===== src/rtl/frank_pkg.sv =====
// Shared definitions for the FRANK6000 instruction loader.
// Latency: n/a (declarations only).
// Backpressure: n/a (declarations only).
//
// Holds the loader state encoding, the instruction word width and the default
// end-of-program marker value.
package frank_pkg;

    localparam int INSTR_W = 16;

    // Default instruction value that terminates a load; never written to memory.
    localparam logic [INSTR_W-1:0] END_MARKER_DEF = 16'hFFFF;

    // Loader state encoding. CHK is only reachable when the checksum build
    // option is enabled.
    localparam logic [1:0] ST_IDLE = 2'b00;
    localparam logic [1:0] ST_LOAD = 2'b01;
    localparam logic [1:0] ST_DONE = 2'b10;
    localparam logic [1:0] ST_CHK  = 2'b11;

    // True when a word is the end-of-program marker.
    function automatic logic is_end_marker(
        input logic [INSTR_W-1:0] word,
        input logic [INSTR_W-1:0] marker
    );
        return word == marker;
    endfunction

endpackage


===== src/rtl/instr_fifo.sv =====
// Single-clock show-ahead FIFO buffering received instruction words.
// Latency: a pushed word is visible on dout the cycle after the push edge.
// Backpressure: push while full is discarded unless a pop happens the same cycle.
//
// Ports:
//   i_clk, i_rst     clock, synchronous active-high reset (empties the FIFO)
//   push, din        write request and data
//   pop              read request; the head advances at the clock edge
//   dout             current head word (valid while empty is low)
//   full, empty      occupancy status
module instr_fifo #(
    parameter int FIFO_DEPTH_LOG2 = 2,
    parameter int DATA_W          = 16
) (
    input  logic              i_clk,
    input  logic              i_rst,
    input  logic              push,
    input  logic              pop,
    input  logic [DATA_W-1:0] din,
    output logic [DATA_W-1:0] dout,
    output logic              full,
    output logic              empty
);

    localparam int DEPTH = 1 << FIFO_DEPTH_LOG2;
    localparam logic [FIFO_DEPTH_LOG2:0] PTR_ONE = 1;

    logic [DATA_W-1:0] mem [DEPTH];

    // Pointers carry one extra wrap bit so full and empty are distinguishable.
    logic [FIFO_DEPTH_LOG2:0] wr_ptr;
    logic [FIFO_DEPTH_LOG2:0] rd_ptr;

    logic do_pop;
    logic do_push;

    assign empty = (wr_ptr == rd_ptr);
    assign full  = (wr_ptr[FIFO_DEPTH_LOG2] != rd_ptr[FIFO_DEPTH_LOG2]) &&
                   (wr_ptr[FIFO_DEPTH_LOG2-1:0] == rd_ptr[FIFO_DEPTH_LOG2-1:0]);

    assign do_pop  = pop && !empty;
    // A push into a full FIFO is accepted when the head leaves in the same cycle.
    assign do_push = push && (!full || do_pop);

    assign dout = mem[rd_ptr[FIFO_DEPTH_LOG2-1:0]];

    always_ff @(posedge i_clk) begin
        if (do_push) begin
            mem[wr_ptr[FIFO_DEPTH_LOG2-1:0]] <= din;
        end
    end

    always_ff @(posedge i_clk) begin
        if (i_rst) begin
            wr_ptr <= '0;
            rd_ptr <= '0;
        end else begin
            if (do_push) begin
                wr_ptr <= wr_ptr + PTR_ONE;
            end
            if (do_pop) begin
                rd_ptr <= rd_ptr + PTR_ONE;
            end
        end
    end

endmodule


===== src/rtl/instr_loader.sv =====
// Loads UART-received instruction words into FRANK6000 program memory from address 0.
// Latency: o_mem_we asserts 2 cycles after i_rx_dv when the FIFO is empty and memory is ready.
// Backpressure: i_mem_ready low stalls pops; words arriving to a full FIFO are dropped (o_fifo_ovf).
//
// Ports:
//   i_clk, i_rst                 clock, synchronous active-high reset
//   i_load_start                 pulse; starts a load from IDLE or DONE
//   i_rx_instr, i_rx_dv          received word and its one-cycle valid pulse
//   i_mem_ready                  memory accepts a write this cycle
//   o_mem_we/addr/wdata          program memory write port (addr/wdata hold when we is low)
//   o_cpu_halt                   high while loading
//   o_load_done                  high in DONE
//   o_instr_count                words written in the current/last load
//   o_fifo_ovf, o_mem_full       sticky status flags, cleared on a new load
//   o_chk_err                    checksum mismatch (only with INSTR_LOADER_CHKSUM_EN)
//
// Build option INSTR_LOADER_CHKSUM_EN: after the end marker one more word is
// read and compared against the 16-bit sum of all written words.
module instr_loader
    import frank_pkg::*;
#(
    parameter int                 ADDR_W          = 8,
    parameter int                 FIFO_DEPTH_LOG2 = 2,
    parameter logic [INSTR_W-1:0] END_MARKER      = END_MARKER_DEF
) (
    input  logic               i_clk,
    input  logic               i_rst,
    input  logic               i_load_start,
    input  logic [INSTR_W-1:0] i_rx_instr,
    input  logic               i_rx_dv,
    input  logic               i_mem_ready,
    output logic               o_mem_we,
    output logic [ADDR_W-1:0]  o_mem_addr,
    output logic [INSTR_W-1:0] o_mem_wdata,
    output logic               o_cpu_halt,
    output logic               o_load_done,
    output logic [ADDR_W:0]    o_instr_count,
    output logic               o_fifo_ovf,
    output logic               o_mem_full
`ifdef INSTR_LOADER_CHKSUM_EN
    ,
    output logic               o_chk_err
`endif
);

    localparam logic [ADDR_W-1:0] LAST_ADDR = '1;
    localparam logic [ADDR_W-1:0] ADDR_ONE  = 1;
    localparam logic [ADDR_W:0]   CNT_ONE   = 1;

    logic [1:0]         state;
    logic [1:0]         state_nxt;
    logic [ADDR_W-1:0]  wr_addr;
    logic [ADDR_W:0]    count;

    logic               f_push;
    logic               f_pop;
    logic               f_clr;
    logic [INSTR_W-1:0] f_head;
    logic               f_full;
    logic               f_empty;

    logic               accept;
    logic               start;
    logic               pop_ok;
    logic               head_is_marker;
    logic               marker_pop;
    logic               wr_pop;
    logic               last_wr;
    logic               ovf_evt;

`ifdef INSTR_LOADER_CHKSUM_EN
    logic [INSTR_W-1:0] sum;
    logic               chk_pop;

    // The checksum word may still be arriving after the marker has been popped,
    // so the FIFO keeps accepting words while in CHK.
    assign accept  = (state == ST_LOAD) || (state == ST_CHK);
    assign chk_pop = pop_ok && (state == ST_CHK);
`else
    assign accept  = (state == ST_LOAD);
`endif

    assign start          = i_load_start && ((state == ST_IDLE) || (state == ST_DONE));
    assign pop_ok         = accept && !f_empty && i_mem_ready;
    assign head_is_marker = is_end_marker(f_head, END_MARKER);
    assign marker_pop     = pop_ok && (state == ST_LOAD) && head_is_marker;
    assign wr_pop         = pop_ok && (state == ST_LOAD) && !head_is_marker;
    assign last_wr        = wr_pop && (wr_addr == LAST_ADDR);

    assign f_push  = accept && i_rx_dv;
    assign f_pop   = pop_ok;
    // Same-cycle pop frees a slot, so only a push into a full, non-popping FIFO overflows.
    assign ovf_evt = f_push && f_full && !f_pop;

    always_comb begin
        state_nxt = state;
        case (state)
            ST_IDLE, ST_DONE: begin
                if (start) begin
                    state_nxt = ST_LOAD;
                end
            end
            ST_LOAD: begin
                if (last_wr) begin
                    state_nxt = ST_DONE;
                end else if (marker_pop) begin
`ifdef INSTR_LOADER_CHKSUM_EN
                    state_nxt = ST_CHK;
`else
                    state_nxt = ST_DONE;
`endif
                end
            end
            default: begin
`ifdef INSTR_LOADER_CHKSUM_EN
                if (chk_pop) begin
                    state_nxt = ST_DONE;
                end
`else
                state_nxt = ST_IDLE;
`endif
            end
        endcase
    end

    // Leftover words are discarded by clearing the FIFO on the edge that enters DONE.
    assign f_clr = i_rst || ((state_nxt == ST_DONE) && (state != ST_DONE));

    instr_fifo #(
        .FIFO_DEPTH_LOG2 (FIFO_DEPTH_LOG2),
        .DATA_W          (INSTR_W)
    ) u_fifo (
        .i_clk (i_clk),
        .i_rst (f_clr),
        .push  (f_push),
        .pop   (f_pop),
        .din   (i_rx_instr),
        .dout  (f_head),
        .full  (f_full),
        .empty (f_empty)
    );

    always_ff @(posedge i_clk) begin
        if (i_rst) begin
            state       <= ST_IDLE;
            wr_addr     <= '0;
            count       <= '0;
            o_mem_we    <= 1'b0;
            o_mem_addr  <= '0;
            o_mem_wdata <= '0;
            o_fifo_ovf  <= 1'b0;
            o_mem_full  <= 1'b0;
        end else begin
            state    <= state_nxt;
            o_mem_we <= wr_pop;
            if (start) begin
                wr_addr    <= '0;
                count      <= '0;
                o_fifo_ovf <= 1'b0;
                o_mem_full <= 1'b0;
            end else begin
                if (wr_pop) begin
                    o_mem_addr  <= wr_addr;
                    o_mem_wdata <= f_head;
                    count       <= count + CNT_ONE;
                    // The address saturates at the top of memory instead of wrapping.
                    if (last_wr) begin
                        o_mem_full <= 1'b1;
                    end else begin
                        wr_addr <= wr_addr + ADDR_ONE;
                    end
                end
                if (ovf_evt) begin
                    o_fifo_ovf <= 1'b1;
                end
            end
        end
    end

`ifdef INSTR_LOADER_CHKSUM_EN
    always_ff @(posedge i_clk) begin
        if (i_rst) begin
            sum       <= '0;
            o_chk_err <= 1'b0;
        end else if (start) begin
            sum       <= '0;
            o_chk_err <= 1'b0;
        end else begin
            if (wr_pop) begin
                sum <= sum + f_head;
            end
            if (chk_pop && (f_head != sum)) begin
                o_chk_err <= 1'b1;
            end
        end
    end
`endif

    assign o_cpu_halt    = (state == ST_LOAD);
    assign o_load_done   = (state == ST_DONE);
    assign o_instr_count = count;

endmodule

===== config.mk =====
export PLATFORM = sky130hd
export DESIGN_NAME = instr_loader
export DESIGN_NICKNAME = d
export VERILOG_FILES = /design/src/rtl/frank_pkg.sv /design/src/rtl/instr_fifo.sv /design/src/rtl/instr_loader.sv
export SDC_FILE = /design/constraint.sdc
export NUM_CORES = 1
export LEC_CHECK = 0
export BUFFER_PORTS_ARGS = -buffer_cell sky130_fd_sc_hd__buf_4
export CORE_UTILIZATION = 62
export CTS_CLUSTER_SIZE = 30
export DETAILED_ROUTE_END_ITERATION = 10
export MAX_ROUTING_LAYER = met4
export PLACE_DENSITY = 0.88
export SETUP_SLACK_MARGIN = 0.05
export SLEW_MARGIN = 40
export SYNTH_ARGS = -nofsm -noshare
export SYNTH_HDL_FRONTEND = slang
export SYNTH_SLANG_ARGS = --single-unit

===== constraint.sdc =====
create_clock -name i_clk -period 5.62 [get_ports i_clk]
set_input_delay 1.124 -clock i_clk [delete_from_list [all_inputs] [get_ports i_clk]]
set_output_delay 1.124 -clock i_clk [all_outputs]
set_load 0.005 [all_outputs]

---- Word-level counts from Yosys, hierarchy flattened ----
Memory sizes are Yosys's and may differ from the RTL's. A register that Yosys moved wholly into a read port is not among the register bits.
Index checks and enable logic that the tools add are counted.
word-level totals
  memories kept ........................... 1
  input bits .............................. 21
  flip-flop bits (word level) ............. 52
  logic and storage cells ................. 61
  memory bits (writable) .................. 64
operators by class
  add/sub/neg operators ................... 4
  reduce and logical (&&, ||, !) cells .... 27
  multiplexer cells ....................... 8
  bitwise gates (word level) .............. 2
  equality and inequality tests ........... 9
memories
  memory      depth  bits a word  read ports  clocked after memory_dff  write ports  RTL line          source
  u_fifo.mem  4      16           1           1                         1            instr_fifo.sv:28  logic [DATA_W-1:0] mem [DEPTH];
operators by type and width
  operator              count
  $eq 16x16->1 const B  1
  $logic_and 1x1->1     14
  $mux 2                5
  $add 9x1->9 const B   1
  $add 8x1->8 const B   1
  $eq 8x8->1 const B    1
  $add 3x1->3 const B   2
  $reduce_and 2->1      3
  $eq 2x2->1 const B    2
  $logic_not 1->1       4
  $pmux 2 s2            1
  $reduce_or 2->1       2
  $eq 3x3->1            1
  $logic_or 1x1->1      3
  $eq 2x1->1 const B    1
  $eq 2x2->1            1
  $logic_not 2->1       1
  $mux 1                2
  $ne 2x2->1 const B    1
  $not 1->1             2
  $ne 1x1->1            1

---- Depth between registers and ports, before layout ----
  word-level depth ........................ 13
  mapped depth ............................ 9
  mapped depth without buffers ............ 6

---- Cells and area by module ----
A second synthesis with hierarchy kept.
unflattened totals
  cells, all modules ...................... 369
  area, all modules ....................... 4773.3 sq um
modules (own cells, without submodules)
  module        times used  seq. area each (sq um)  area each (sq um)  cells an instance
  instr_fifo    1           2082.0                  2852.7             139
  instr_loader  1           920.9                   1920.6             230

---- Worst setup path before layout ----
No wires, ideal clock.
  kind .................................... input port to flip-flop
  from .................................... input port i_rx_dv
  to ...................................... memory u_fifo.mem[3][0], enable pin
  stages on the path ...................... 3
  path buffers ............................ 0
  slack ................................... 3.136 ns
  arrival ................................. 2.108 ns
  data required time ...................... 5.245 ns
  cells stage by stage .................... nand3b_1 > a41oi_1 > and2_1
on the way
  longest elaborated chain between the ends .. 4
ends and longest elaborated chain
  element                       RTL line            source
  start, declared               instr_loader.sv:30  input logic i_rx_dv,
  $logic_and 1x1->1             instr_loader.sv:90  assign f_push = accept && i_rx_dv;
  $logic_and 1x1->1             instr_fifo.sv:43    assign do_push = push && (!full || do_pop);
  $mux 1                        instr_fifo.sv:48    if (do_push) begin
  $mux 1 (implied by the code)  instr_fifo.sv:49    mem[wr_ptr[FIFO_DEPTH_LOG2-1:0]] <= din;
  end, declared                 instr_fifo.sv:28
Every way passes these cells.

==> results_dict.tcl <==
set metrics [dict create \
    outcome "completed" \
    gr-usage-met3 0.07155 \
    synth-seq-area-share 0.6202 \
    dieArea_um2 8168 \
    grt_remaining_overflow 0 \
    yosys_warnings 0 \
    path_cells "mux4_2 -> nand4_1 -> or4_4 -> a21oi_4 -> nor3_1" \
    nets 456 \
    tritoncts "built" \
    antenna_cells 0 \
    hpwl_mm 6.348 \
    cap_violations 0 \
    path_max_fanout 30 \
    gp_congestion 0.8037 \
    cp.arrival_ns 3.16 \
    die_h_um 90.38 \
    synth_top_area_share 0.3969 \
    synthAdderAreaFrac 0.01809 \
    dieWidth_um 90.38 \
    io_pins 59 \
    drive_gt1_frac 0.2540 \
    drt-total-wl_mm 10.55 \
    muxShareOfSynthArea 0.09096 \
    wl_per_cell_um 19.54 \
    hp-class "flip-flop to flip-flop" \
    numCtsBuffers 17 \
    worstSetupPathType "flip-flop to flip-flop" \
    crit_required_ns 6.01 \
    grt.total_usage 0.2839 \
    end_kind "flip-flop" \
    slew_viol_final 0 \
    ys_async_sr_fraction 0 \
    synth_fp_nets 401 \
    synth_edf_count 64 \
    placed_area_um2 5298 \
    final_cell_mix "64 x edfxtp_1, 61 x buf_4, 53 x dfxtp_1, 34 x nand3_1, 34 x a21oi_1" \
    maxSlewHeadroom 0.5242 \
    synth_top_family_by_area "simple AND/OR/NAND/NOR gates" \
    yosysTopAreaCell "edfxtp_1" \
    initial_utilization 0.6536 \
    cts_setup_buffers 0 \
    grt_first_pass_wirelength_mm 16.77 \
    finalSetupViolations 0 \
    p_per_area_nw_per_um2 348.7 \
    netlist_area_um2 4842 \
    rows 31 \
    grt_antenna_before_repair 0 \
    peakVddDrop_mv 0.2891 \
    cts_resized 0 \
    via_per_inst 6.287 \
    yosys.area_share.simple 0.1217 \
    syn_avg_cell_area_um2 12.98 \
    cts_buffer_depth 2 \
    synth_compound_area_frac 0.09897 \
    clock_latency_ns 0.53 \
    groute.layer.met2.usage 0.4656 \
    worst_slew_pin_slew_ns 0.7127 \
    p_leak_nw 2.078 \
    max_stage_delay_ns 0.78 \
    ys_types 49 \
    clock_skew_ns 0.01343 \
    drc 0 \
    synthTopCellsByArea "edfxtp_1 40%, dfxtp_1 22%, mux4_1 4.3%, mux4_2 3.7%, a21oi_1 3.6%" \
    drt-pass1-iter-count 5 \
    ys_ff_latch 118 \
    ant_nets 0 \
    synth-xor-area-share 0.01628 \
    postCtsHoldBufs 0 \
    netlist_instances 373 \
    finalInstanceArea_um2 5886 \
    fmax_mhz 360.9 \
    hold_viol_final 0 \
    start_kind "flip-flop" \
    finalSetupTns_ns 0 \
    drtIter0Drc 251 \
    clockRootBuffer "clkbuf_8" \
    clk_pin_slew_worst_paths_ns 0.06 \
    grt_start_max_net_pins 49 \
    clock_sinks 118 \
    grt_most_used_layer "met2" \
    port_buffers 58 \
    area_delta_synth_final_pct 21.55 \
    final_common_cell "edfxtp_1" \
    grtUsageMet1 0.3138 \
    synthFlopType "edfxtp_1" \
    grt_pass1_vias 3331 \
    num_vias 3395 \
    design_power_total_mw 2.052 \
    critPathSlowestCell "dfxtp_1" \
    core_area_um2 7408 \
    cts_htree_levels 4 \
    grt_setup_unrepaired "false" \
    min_period_ns 2.771 \
    finalCritPeriodShare 0.4931 \
]
-- report_power, final --
group,leakage (nW),switching (mW),internal (mW)
clock network,0.280,0.416,0.643
registers,1.01,0.00711,0.919
logic,0.784,0.0387,0.0275
-- sequential cells by signal (all words and copies together), names as in the netlist, named ones only --
name and count:
u_fifo.mem 64, wr_addr 8, state 2, o_mem_we 1, u_fifo.rd_ptr 3, u_fifo.wr_ptr 3, o_mem_full 1, o_mem_wdata 16
o_mem_addr 8, o_fifo_ovf 1, o_instr_count 9
-- cell usage after synthesis, types with 2 or more instances --
master	number
and2_1	5
o21ai_1	2
nor3_1	11
ha_1	7
xnor2_1	5
a31oi_1	2
nand2_1	12
nand2b_1	5
buf_1	2
nor2b_1	3
o21ai_0	31
or4_1	2
a21oi_1	35
nor2_1	7
o311ai_0	2
nand4_1	9
o41ai_1	2
o211ai_1	2
nand3_1	34
mux4_1	8
buf_6	4
or3_1	8
and3_1	2
inv_1	4
xor2_1	4
mux2i_1	5
edfxtp_1	64
dfxtp_1	54
mux4_2	8
buf_2	3
clkbuf_1	13
-- worst paths after layout --
kind                                    to       start  depth (start not counted)  slack, ns
worst min-delay path            o_fifo_ovf  o_fifo_ovf                          1       0.47
worst min register to register  o_fifo_ovf  o_fifo_ovf                          1       0.47
worst max-delay path             flip-flop   flip-flop                          5       2.85
worst max register to register   flip-flop   flip-flop                          5       2.85
-- layer usage --
layer  vias up  routed length, um
li1       1542                  -
met1      1651               4000
met2       162               5576
met3        40                606
met4         0                371
met5         -                  0
-- through the flow --
stage               setup WS (ns)  utilization  hold slack, ns  std cells
floorplan                   3.136            -          0.4605        373
global placement            2.726       0.7144          0.4495        508
detailed placement          2.668       0.7151          0.4562        508
CTS                         2.878       0.7938          0.4699        540
global route                2.742       0.7945          0.4994        540
finish                      2.849       0.7945          0.4659        540
-- kinds of logic (layout without fill, tap and decap cells) --
group                      after synthesis  in the layout
xor gates and xnor gates                 9              9
and+or+nand+nor                        105            105
muxes                                   21             21
AOI/OAI and AO/OA                       84             84
DFF                                    118            118
adders and majority gates                7              7
buffers and inverters                   29             97
-- final cells by class --
class | count | area, um^2
Timing Repair Buffer | 61 | 457.9
Clock inverter | 14 | 165.2
Inverter | 4 | 15.01
Clock buffer | 18 | 417.9
Sequential cell | 118 | 3004
Tap cell | 99 | 123.9
Fill cell | 404 | 1523
Multi-Input combinational cell | 226 | 1702
-- critical path: cells and delay by family, from the launching register on --
kind	cells	cell delay (ns)
DFF	1	0.78
muxes	1	0.36
AOI/OAI and AO/OA	1	0.35
and+or+nand+nor	3	1.14
No activity file was read; power rests on OpenSTA's default activity.
